**config.mk**
```make
export PLATFORM = sky130hd
export DESIGN_NAME = dice_roller_core
export DESIGN_NICKNAME = d
export VERILOG_FILES = /design/src/rtl/dice_pkg.sv /design/src/rtl/dice_roller_core_counter.sv /design/src/rtl/dice_roller_core.sv
export SDC_FILE = /design/constraint.sdc
export NUM_CORES = 1
export LEC_CHECK = 0
export BUFFER_PORTS_ARGS = -buffer_cell sky130_fd_sc_hd__buf_2
export CAP_MARGIN = 5
export CORE_MARGIN = 4
export CORE_UTILIZATION = 55
export CTS_BUF_LIST = sky130_fd_sc_hd__clkbuf_2 sky130_fd_sc_hd__clkbuf_4 sky130_fd_sc_hd__clkbuf_8
export DETAILED_ROUTE_END_ITERATION = 16
export GPL_TIMING_DRIVEN = 0
export MAX_ROUTING_LAYER = met4
export PLACE_DENSITY_LB_ADDON = 0.12
export SLEW_MARGIN = 30
export SYNTH_ARGS = -nofsm -noshare
export SYNTH_HDL_FRONTEND = slang
export SYNTH_SLANG_ARGS = --single-unit
export TNS_END_PERCENT = 20
```
**constraint.sdc**
```tcl
create_clock -name clk -period 3.8 [get_ports clk]
set_clock_uncertainty 0.2 [all_clocks]
set_input_delay 0.38 -clock clk [delete_from_list [all_inputs] [get_ports clk]]
set_output_delay 0.38 -clock clk [all_outputs]
set_load 0.01 [all_outputs]
```
**src/rtl/dice_pkg.sv**
```systemverilog
// Shared constants and helpers for the dice roller core:
// die side table (BCD), FSM state encoding, BCD conversion and 7-segment encoder.
package dice_pkg;

  typedef enum logic [1:0] {
    ST_IDLE,
    ST_ROLL,
    ST_SHOW,
    ST_BLANK
  } state_t;

  localparam logic [15:0] DIE_SIDES [8] = '{
    16'h0004, 16'h0006, 16'h0008, 16'h0010,
    16'h0012, 16'h0020, 16'h0100, 16'h0002
  };

  function automatic int bcd_to_int(input logic [15:0] b);
    return int'(b[15:12]) * 1000 + int'(b[11:8]) * 100
         + int'(b[7:4]) * 10 + int'(b[3:0]);
  endfunction

  // Segment bit 0 is 'a', bit 6 is 'g'; non-decimal codes show nothing.
  function automatic logic [6:0] seg7_encode(input logic [3:0] d);
    case (d)
      4'd0:    return 7'h3F;
      4'd1:    return 7'h06;
      4'd2:    return 7'h5B;
      4'd3:    return 7'h4F;
      4'd4:    return 7'h66;
      4'd5:    return 7'h6D;
      4'd6:    return 7'h7D;
      4'd7:    return 7'h07;
      4'd8:    return 7'h7F;
      4'd9:    return 7'h6F;
      default: return 7'h00;
    endcase
  endfunction

endpackage

```
**src/rtl/dice_roller_core_counter.sv**
```systemverilog
// DIGITS-wide BCD down-counter: load, enable, and wrap to load_val after 1.
// Ports: clk, rst (async high), load, en, load_val, value.
module bcd_down_counter #(
  parameter int DIGITS = 2
) (
  input  logic                  clk,
  input  logic                  rst,
  input  logic                  load,
  input  logic                  en,
  input  logic [4*DIGITS-1:0]   load_val,
  output logic [4*DIGITS-1:0]   value
);

  localparam int BW = 4 * DIGITS;

  logic [BW-1:0] dec;
  logic          borrow;
  logic          is_one;

  // Ripple borrow through the digits; a zero digit becomes 9 and passes it on.
  always_comb begin
    dec    = value;
    borrow = 1'b1;
    for (int k = 0; k < DIGITS; k++) begin
      if (borrow) begin
        if (value[4*k +: 4] == 4'd0) begin
          dec[4*k +: 4] = 4'd9;
        end else begin
          dec[4*k +: 4] = value[4*k +: 4] - 4'd1;
          borrow        = 1'b0;
        end
      end
    end
  end

  assign is_one = (value == BW'(1));

  always_ff @(posedge clk or posedge rst) begin
    if (rst) begin
      value <= BW'(1);
    end else if (load) begin
      value <= load_val;
    end else if (en) begin
      value <= is_one ? load_val : dec;
    end
  end

endmodule

```
**src/rtl/dice_roller_core.sv**
```systemverilog
// Dice roller: press starts a wrapping BCD roll, release freezes it and shows it
// on a scanned 7-segment display until a tick-based timeout blanks it.
// Ports: clk, rst, tick, btn -> bcd, seg, com, rolling, die_sel.
module dice_roller_core
  import dice_pkg::*;
#(
  parameter int DIGITS  = 2,
  parameter int NBTN    = 7,
  parameter int TIMEOUT = 255,
  parameter int SCAN_W  = 0
) (
  input  logic                  clk,
  input  logic                  rst,
  input  logic                  tick,
  input  logic [NBTN-1:0]       btn,
  output logic [4*DIGITS-1:0]   bcd,
  output logic [6:0]            seg,
  output logic [DIGITS-1:0]     com,
  output logic                  rolling,
  output logic [2:0]            die_sel
);

  localparam int BW = 4 * DIGITS;
  localparam int MAXV = 10 ** DIGITS;
  localparam logic [7:0] TMO = 8'(TIMEOUT);

  // Full-range die (10^DIGITS) encodes as zero; larger ones clamp to all nines.
  function automatic logic [BW-1:0] sides_of(input logic [2:0] i);
    logic [15:0] raw;
    int          v;
    raw = DIE_SIDES[i];
    v   = bcd_to_int(raw);
    if (v == MAXV) return '0;
    if (v > MAXV) return {DIGITS{4'h9}};
    return raw[BW-1:0];
  endfunction

  state_t         state, state_n;
  logic [NBTN-1:0] btn_prev;
  logic           any_btn, press;
  logic [2:0]     win, die_n;
  logic [7:0]     tmo, tmo_n;
  logic           cnt_load, cnt_en;
  logic [BW-1:0]  load_val;
  logic [1:0]     idx;
  logic           step;
  logic [DIGITS-1:0] shown;
  logic [3:0]     dig;
  logic           vis;
  logic [DIGITS-1:0] com_n;
  logic [6:0]     seg_n;

  assign any_btn = |btn;
  assign press   = any_btn && !(|btn_prev);
  assign rolling = (state == ST_ROLL);

  always_comb begin
    win = '0;
    for (int i = NBTN - 1; i >= 0; i--) begin
      if (btn[i]) win = 3'(i);
    end
  end

  always_comb begin
    state_n  = state;
    die_n    = die_sel;
    tmo_n    = tmo;
    cnt_load = 1'b0;
    cnt_en   = 1'b0;
    if (press && state != ST_ROLL) begin
      state_n  = ST_ROLL;
      die_n    = win;
      cnt_load = 1'b1;
    end else begin
      case (state)
        ST_ROLL: begin
          if (any_btn) begin
            cnt_en = 1'b1;
          end else begin
            state_n = ST_SHOW;
            tmo_n   = TMO;
          end
        end
        ST_SHOW: begin
          if (tmo == 8'd0) begin
            state_n = ST_BLANK;
          end else if (tick) begin
            tmo_n = tmo - 8'd1;
          end
        end
        ST_IDLE, ST_BLANK: ;
        default: state_n = ST_IDLE;
      endcase
    end
  end

  assign load_val = cnt_load ? sides_of(win) : sides_of(die_sel);

  bcd_down_counter #(
    .DIGITS(DIGITS)
  ) u_cnt (
    .clk(clk),
    .rst(rst),
    .load(cnt_load),
    .en(cnt_en),
    .load_val(load_val),
    .value(bcd)
  );

  generate
    if (SCAN_W == 0) begin : g_nodiv
      assign step = 1'b1;
    end else begin : g_div
      logic [SCAN_W-1:0] div;
      always_ff @(posedge clk or posedge rst) begin
        if (rst) div <= '0;
        else     div <= div + 1'b1;
      end
      assign step = &div;
    end
  endgenerate

  // Upper digits that are zero along with everything above them stay dark,
  // except for the all-zero (full range) value.
  always_comb begin
    shown = '1;
    for (int k = 1; k < DIGITS; k++) begin
      if (bcd != '0 && (bcd >> (4 * k)) == '0) shown[k] = 1'b0;
    end
  end

  always_comb begin
    dig = 4'd0;
    vis = 1'b0;
    for (int k = 0; k < DIGITS; k++) begin
      if (idx == 2'(k)) begin
        dig = bcd[4*k +: 4];
        vis = shown[k];
      end
    end
  end

  always_comb begin
    com_n = '0;
    seg_n = '0;
    if (state_n == ST_SHOW && vis) begin
      com_n = DIGITS'(1) << idx;
      seg_n = seg7_encode(dig);
    end
  end

  always_ff @(posedge clk or posedge rst) begin
    if (rst) begin
      state    <= ST_IDLE;
      btn_prev <= '0;
      die_sel  <= '0;
      tmo      <= '0;
      idx      <= '0;
      com      <= '0;
      seg      <= '0;
    end else begin
      state    <= state_n;
      btn_prev <= btn;
      die_sel  <= die_n;
      tmo      <= tmo_n;
      com      <= com_n;
      seg      <= seg_n;
      if (step) begin
        idx <= (idx == 2'(DIGITS - 1)) ? 2'd0 : idx + 2'd1;
      end
    end
  end

endmodule

```
==> results.toml, run 1 <==
[timing]
maxClockFrequency_mhz = 257
rsz0062_at_grt = "true"
layout_min_cycle_time_ns = 3.88
finalHoldViolations = 0
slew_viol_final = 0
finalCritPeriodShare = 1.02
slew_headroom = 0.526
setup_viol = 6
tightest_slew_ns = 0.709
worst_slack_ns = -0.0848

[worst_setup_path]
path_common_cell = "inv_2"
cp_max_fo = 4
slowest_delay_ns = 0.47
path_buf_inv = 6
worstPathArrival_ns = 3.86
cp_slowest_cell = "fa_1"
cp-end-kind = "flip-flop"
cp_top_family = "adder cells"
crit_path_start_kind = "input port"
path_class = "input port to flip-flop"
path_cells = "buf_2 > nor3b_2 > o31ai_4 > ha_2 > and3_4 > ha_4 > inv_2 > fa_1 > inv_2 > ha_4 > inv_2 > fa_2 > inv_2 > ha_4 > inv_2 > a2111oi_4 > a41oi_2 > a32oi_1 > a31oi_1"
required_ns = 3.78

[yosys]
synth_top_area_frac = 0.324
synthTopCellsByCount = "dfrtp_1 (38), ha_1 (31), inv_1 (29)"
synth_fp_nets = 363
synth_area_leaders = "dfrtp_1 (32%), ha_1 (13%), a21oi_1 (4.3%)"
yosysTopAreaCell = "dfrtp_1"
syn_avg_cell_area_um2 = 9.22
synthCells = 318
syn-cell-area_um2 = 2930
yosys_most_used_dff = "dfrtp_1"
synthDistinctLibCells = 64
synthArstFlopShare = 1.00
synth-edff-count = 0
synth_seq_cells = 39
ys_warn_count = 0
synth_most_common_cell = "dfrtp_1"
synth-seq-area-share = 0.333

[clock_network]
cts_max_level = 2
cts.sinks = 39
clock_latency_ns = 0.30
cts-root-buf = "clkbuf_8"
cts_buffers = 5
tritoncts = "done"
clk_pin_slew_ns = 0.08
clk_path_buf_depth = 2

[placement]
gp_congestion = 0.858
placed_cell_area_um2 = 3280
dp_hpwl_um = 4770
port_buffers = 30

[routing]
vias = 2548
drt.antenna.violating_nets = 0
routed_wirelength_um = 6820
drtPass1Iterations = 4
drt_iter0_drc = 141
routedWlPerCell_um = 15.7
avgViaCountPerCell = 5.84
drc = 0

[global_route]
grt_overflow = 0
grt_max_degree = 21
grt_pass1_wl_um = 11000
grt_use_total = 0.216
grt_pass1_vias = 2377
antenna_found_initial = 0

[finish]
ff_latch_area_um2 = 978
fin_nets = 410
syn_to_final_growth_pct = 24.8
fillers = 414
diodes = 0
drive_above_1_share = 0.314
final_core_util = 0.712
finish.instance_area_um2 = 3660
multi_input_area_um2 = 2000

[power_and_ir_drop]
ir_drop_v = 0.000317
p_total_uw = 1430
powerDensity_nw_per_um2 = 390
p_leak_uw = 0.00163

[floorplanning]
die_x_um = 81.0
die-area_um2 = 6560
die_height_um = 81.0
io_pins = 31
design.core.area_um2 = 5140
initial_utilization = 0.570
rows = 26

[flow_run]
drv_cap = 0

[run_status]
violations = "negative setup slack"
status = "finished, violations left"

[worst_hold_path]
hold_class = "input port to flip-flop"
final cells by class:
| class | instances | area share |
|---|---|---|
| Clock inverter | 3 | 0.0185 |
| Sequential cell | 39 | 0.268 |
| Clock buffer | 5 | 0.0188 |
| Timing Repair Buffer | 41 | 0.0773 |
| Buffer | 9 | 0.0164 |
| Multi-Input combinational cell | 240 | 0.548 |
| Tap cell | 70 | 0.0239 |
| Inverter | 29 | 0.0298 |
flip-flops by register name, indices dropped and copies added (netlist names):
| register | count |
|---|---|
| idx | 2 |
| state | 2 |
| com | 2 |
| btn_prev | 7 |
| seg | 7 |
| die_sel | 3 |
| u_cnt.value | 8 |
| tmo | 8 |
cells by family after synthesis:
group	count (synthesis)	share of synthesized area
AOI/OAI and AO/OA	86	0.193
muxes	13	0.0448
adders and majority gates	35	0.160
xor gates and xnor gates	1	0.00299
and+or+nand+nor	105	0.207
buffers and inverters	39	0.0589
DFF	39	0.333
worst register-to-register path, cell delays in order (launching register included):
cell	delay [ns]
dfrtp_1	0.38
inv_1	0.08
ha_2	0.18
and2_1	0.14
o21bai_1	0.12
ha_1	0.16
inv_1	0.04
fa_1	0.47
inv_1	0.04
ha_1	0.21
fa_1	0.49
or3_1	0.39
a31oi_2	0.27
nand3_1	0.14
a21oi_1	0.20
o22a_1	0.16
cell usage in the layout (no fill, tap or decap), drive strengths merged, types with 2 or more instances in the layout:
cell	count
a2111oi	2
a211oi	2
a21boi	2
a21oi	25
a31oi	8
and2	4
and3	4
buf	43
bufinv	2
clkbuf	9
dfrtp	38
dlygate4sd3	3
fa	4
ha	31
inv	29
mux2i	12
nand2	22
nand3	5
nand4	2
nor2	23
nor2b	2
nor3	17
nor3b	3
nor4	7
nor4bb	2
o2111ai	2
o211ai	3
o21ai	20
o21bai	4
o31ai	3
or2	4
or3	4
or4	2
per-stage QoR:
stage	std cells	setup WS (ns)	TNS (ns)	hold slack, ns
after detailed placement	419	-0.564	-3.19	0.225
after floorplan	318	-0.0286	-0.0863	0.211
final	436	-0.0848	-0.260	0.0249
after CTS	431	-0.00912	-0.0199	0.0153
after global routing	436	-0.242	-1.28	0.0233
after global placement	418	-0.473	-2.55	0.279
layer usage:
layer | GRT usage | part of all wire | vias to the layer above
met5 | - | 0 | -
met4 | 0.0389 | 0.011 | 0
met3 | 0.0310 | 0.038 | 11
met2 | 0.351 | 0.48 | 48
met1 | 0.291 | 0.47 | 1234
li1 | - | - | 1255
power breakdown:
group          internal, uW  switching [uW]
Sequential              470            74.6
Combinational           185             272
Clock                   262             164
what timing repair did:
action | in CTS | in global routing
hold buffers | 1 | 2
gates resized for setup | 12 | 31
buffers inserted | 4 | 3
endpoints found under the setup margin | 6 | 7
pin swaps | 6 | 17
hold endpoints to repair | 18 | 2
final timing paths:
check / depth (start not counted) / end / slack, ns / startpoint
worst min register to register: 1 / tmo[7] / 0.30 / tmo[7]
max in group asynchronous: 4 / die_sel[1] / 2.49 / rst
worst max register to register: 15 / u_cnt.value[1] / 0.05 / die_sel[0]
worst min-delay path: 1 / btn_prev[6] / 0.02 / btn[6]
min in group asynchronous: 3 / state[0] / 0.44 / rst
worst max-delay path: 19 / u_cnt.value[3] / -0.08 / btn[6]
(Power assumes the default switching activity.)
==> inputs of run 2 (changes only) <==
- CELL_PAD_IN_SITES_DETAIL_PLACEMENT: default -> 1
- CELL_PAD_IN_SITES_GLOBAL_PLACEMENT: default -> 2
- CORE_UTILIZATION: 55 -> 35
==> results.toml, run 2 (synthesis results as in run 1) <==
[routing]
drt_iter0_drc = 57
vias = 2505
drc = 0
drt.antenna.violating_nets = 0
routed_wirelength_um = 7870
drtPass1Iterations = 4
avgViaCountPerCell = 5.26
routedWlPerCell_um = 16.5

[placement]
dp_hpwl_um = 5930
port_buffers = 30
placed_cell_area_um2 = 3320
gp_congestion = 0.762

[flow_run]
drv_cap = 0

[floorplanning]
io_pins = 31
die_x_um = 99.5
initial_utilization = 0.359
die_height_um = 99.5
rows = 33
design.core.area_um2 = 8180
die-area_um2 = 9900

[finish]
fin_nets = 415
layout_commonest_cell = "dfrtp_1"
reg_top3 = "tmo x8, u_cnt.value x8"
final_core_util = 0.462
diodes = 0
syn_to_final_growth_pct = 28.8
finish.instance_area_um2 = 3780
mostFrequentLayoutCells = "dfrtp_1 (36), buf_2 (30), ha_1 (22)"
ff_latch_area_um2 = 980
fillers = 945
multi_input_area_um2 = 2110
drive_above_1_share = 0.377

[power_and_ir_drop]
ir_drop_v = 0.000189
powerDensity_nw_per_um2 = 353
p_leak_uw = 0.00164
swShare = 0.394
p_switching_uw = 525
combPwrFrac = 0.362
p_seq_frac = 0.413
clkPwrFrac = 0.225
internal-power_uw = 808

[clock_network]
cts_max_level = 2
cts.sinks = 39
clk_pin_slew_ns = 0.08
cts-root-buf = "clkbuf_8"
clock_latency_ns = 0.30
tritoncts = "done"
clk_path_buf_depth = 2
cts_buffers = 5

[timing]
rsz0062_at_grt = "true"
slew_viol_final = 0
slew_headroom = 0.527
layout_min_cycle_time_ns = 3.77
finalCritPeriodShare = 0.992
setup_viol = 0
tightest_slew_ns = 0.708
setup-tns-final_ns = 0
maxClockFrequency_mhz = 265
finalHoldViolations = 0

[global_route]
grt_max_degree = 25
grt_pass1_wl_um = 12800
antenna_found_initial = 0
grt_use_total = 0.166
grt_pass1_vias = 2595
grt_overflow = 0

[worst_setup_path]
crit_path_start_kind = "input port"
r2r-start = "die_sel[1]"
path_class = "input port to flip-flop"
worstPathArrival_ns = 3.76
required_ns = 3.80
cp_max_fo = 6
cp-end-kind = "flip-flop"
crit_path_start = "btn[6]"

[run_status]
status = "finished, final reports clean"

[worst_hold_path]
hold_class = "input port to flip-flop"
hold_start = "btn[4]"
==> run 2: changes by cell type in the layout (fill, tap and decap cells not counted), sizes merged <==
cell         delta
dlygate4sd3     -1
clkinv          +1
clkbuf          +2
clkinvlp        -1
buf             +6
bufinv          -2
==> run 2: final cells by class <==
cell class / count / area share
buffer: 9 / 0.0159
clock buffer: 7 / 0.0222
clock inverter: 1 / 0.00133
inverter: 29 / 0.0288
multi-input combinational: 240 / 0.560
sequential: 39 / 0.259
tap: 105 / 0.0348
timing repair buffer: 46 / 0.0775
==> run 2: path summary, 6_finish.rpt <==
kind	endpoint	cells after the start	slack [ns]
max	u_cnt.value[5]	20	0.03
min in group asynchronous	tmo[7]	3	0.40
max in group asynchronous	u_cnt.value[0]	4	2.48
max reg2reg	u_cnt.value[3]	14	0.03
min reg2reg	tmo[7]	1	0.29
min	btn_prev[4]	1	0.04
==> run 2: what timing repair did <==
action / in CTS / in global routing
pin swaps: 9 / 19
gates resized for setup: 19 / 45
buffers inserted: 4 / 9
hold buffers: 1 / 1
endpoints found under the setup margin: 7 / 7
endpoints found under the hold margin: 15 / 1
==> run 2: stage by stage <==
stage	instances	setup WS (ns)	power, uW	hold slack, ns
floorplan	318	-0.0286	847	0.211
global placement	453	-0.618	988	0.282
detailed placement	454	-0.678	1000	0.173
CTS	466	-0.0120	1320	0.0228
global route	476	-0.102	1440	0.0281
finish	476	0.0319	1330	0.0425
==> run 2: power by group through the flow <==
stage	Sequential, uW	Clock (uW)	Combinational, uW
floorplan	544	0	303
global placement	556	0	432
detailed placement	559	0	443
CTS	551	314	459
global route	562	335	541
finish	551	300	482
==> run 2: layer usage <==
layer,vias up,routed length (um),GRT usage
met2,27,3820,0.273
li1,1257,-,-
met1,1216,3780,0.215
met5,-,0,-
met3,5,188,0.0281
met4,0,79,0.0389
==> run 2: critical path, cell delays in order <==
cell       delay (ns)
buf_4            0.12
nor3b_4          0.15
o31ai_4          0.29
ha_2             0.24
and3_4           0.21
ha_4             0.13
inv_2            0.03
fa_1             0.44
inv_2            0.08
ha_4             0.14
inv_2            0.04
fa_2             0.32
inv_2            0.08
ha_4             0.12
inv_2            0.03
a2111oi_4        0.31
buf_4            0.19
a31o_4           0.23
o21ai_4          0.07
a22o_1           0.17
==> inputs of run 3 (changes only) <==
- CAP_MARGIN: 5 -> default
- CORE_UTILIZATION: 35 -> 38
- clock period: 3.8 -> 3.75 ns (I/O delays scaled with it)
==> results.toml, run 3 (synthesis results as in run 1) <==
[clock_network]
cts-root-buf = "clkbuf_8"
cts.sinks = 39
tritoncts = "done"
cts_max_level = 2
clk_pin_slew_ns = 0.08
clock_latency_ns = 0.30
clk_path_buf_depth = 2
cts_buffers = 5

[placement]
post-place-cells = 448
gp_congestion = 0.777
dp_hpwl_um = 5920
place_ws_ns = -0.705
port_buffers = 30

[timing]
whs_ns = 0.0289
tightest_slew_ns = 0.748
finalCritPeriodShare = 1.01
setup_viol = 3
slew_headroom = 0.500
finalHoldViolations = 0
rsz0062_at_grt = "true"
maxClockFrequency_mhz = 264
layout_min_cycle_time_ns = 3.79
worst_slack_ns = -0.0396
slew_viol_final = 0

[routing]
routed_wirelength_um = 8160
drt_iter0_drc = 73
drc = 0
vias = 2577
avgViaCountPerCell = 5.48
drtPass1Iterations = 4
drt.antenna.violating_nets = 0
routedWlPerCell_um = 17.4

[worst_setup_path]
r2r-start = "die_sel[0]"
required_ns = 3.70
path_buf_inv = 5
cp_max_fo = 6
cp_top_family = "adder cells"
cp-end-kind = "flip-flop"
path_cells = "buf_2 > nor3b_4 > o31ai_4 > inv_2 > ha_4 > nor2_4 > a21oi_2 > ha_4 > inv_2 > fa_1 > inv_2 > ha_4 > inv_2 > fa_2 > or3b_4 > a31o_4 > o21ai_2 > o311ai_2"
slowest_delay_ns = 0.53
path_class = "input port to flip-flop"
worstPathArrival_ns = 3.74
reg2regPathDepth = 16
r2r_setup_slack_ns = 0.01
path_common_cell = "inv_2"
r2r-end = "u_cnt.value[4]"
crit_path_start_kind = "input port"
cp_slowest_cell = "fa_2"

[finish]
diodes = 0
reg_top3 = "tmo x8, u_cnt.value x8"
mostFrequentLayoutCells = "dfrtp_1 (36), buf_2 (29), ha_1 (22)"
final_core_util = 0.522
layout_commonest_cell = "dfrtp_1"
drive_above_1_share = 0.383
fin_nets = 415
syn_to_final_growth_pct = 31.2
final_cells = 470
fillers = 837
multi_input_area_um2 = 2150
ff_latch_area_um2 = 980

[floorplanning]
design.core.area_um2 = 7370
initial_utilization = 0.398
io_pins = 31
die_x_um = 95.8
rows = 31
die-area_um2 = 9180
die_height_um = 95.8

[run_status]
violations = "negative setup slack"
status = "finished, violations left"

[global_route]
grt_pass1_vias = 2695
grt_max_degree = 22
antenna_found_initial = 0
grt_pass1_wl_um = 13600
grt_use_total = 0.196
grt_overflow = 0

[worst_hold_path]
hold_start = "btn[3]"
hold_end = "btn_prev[3]"
hold_class = "input port to flip-flop"
whs_path_depth = 1

[power_and_ir_drop]
powerDensity_nw_per_um2 = 363
ir_drop_v = 0.000150
p_total_uw = 1390
p_leak_uw = 0.00166

[flow_run]
drv_cap = 0
-- run 3: metal layers --
metal / track usage / share of wire
met5: - / 0
met2: 0.333 / 0.50
met4: 0.0391 / 0.0093
met1: 0.244 / 0.47
met3: 0.0367 / 0.027
-- run 3: worst max-delay path by stage --
stage / startpoint / end / slack [ns] / depth (start not counted)
after floorplan: btn[6] / u_cnt.value[1] / -0.07 / 17
after global placement: btn[6] / u_cnt.value[4] / -0.64 / 21
after detailed placement: btn[6] / u_cnt.value[4] / -0.71 / 21
after CTS: btn[4] / u_cnt.value[7] / -0.007 / 21
after global routing: btn[6] / u_cnt.value[3] / -0.16 / 18
final: btn[6] / u_cnt.value[4] / -0.04 / 18
-- run 3: stage by stage --
step	area (um^2)	setup TNS, ns
after floorplan	3020	-0.284
final	3850	-0.0714
after CTS	3810	-0.0140
after global routing	3850	-0.622
after global placement	3290	-3.46
after detailed placement	3320	-3.90
-- run 3: where the power goes --
part,switching (uW),total [uW],internal (uW)
clock,168,318,151
sequential,79.8,556,476
combinational,311,520,210
total,558,1390,836
-- run 3: final cells by class --
cell class | instances | area share
buffer | 9 | 0.0156
sequential | 39 | 0.255
inverter | 29 | 0.0283
multi-input combinational | 240 | 0.560
clock inverter | 2 | 0.00358
tap | 99 | 0.0322
timing repair buffer | 46 | 0.0843
clock buffer | 6 | 0.0215
-- run 3: what timing repair did --
item                                    in CTS  in global routing
pin swaps                                   22                  6
resized for setup                           65                 10
hold endpoints to repair                    19                  0
endpoints found under the setup margin       7                  7
hold buffers                                 3                  0
buffers inserted                            12                  0
gates cloned                                 0                  0
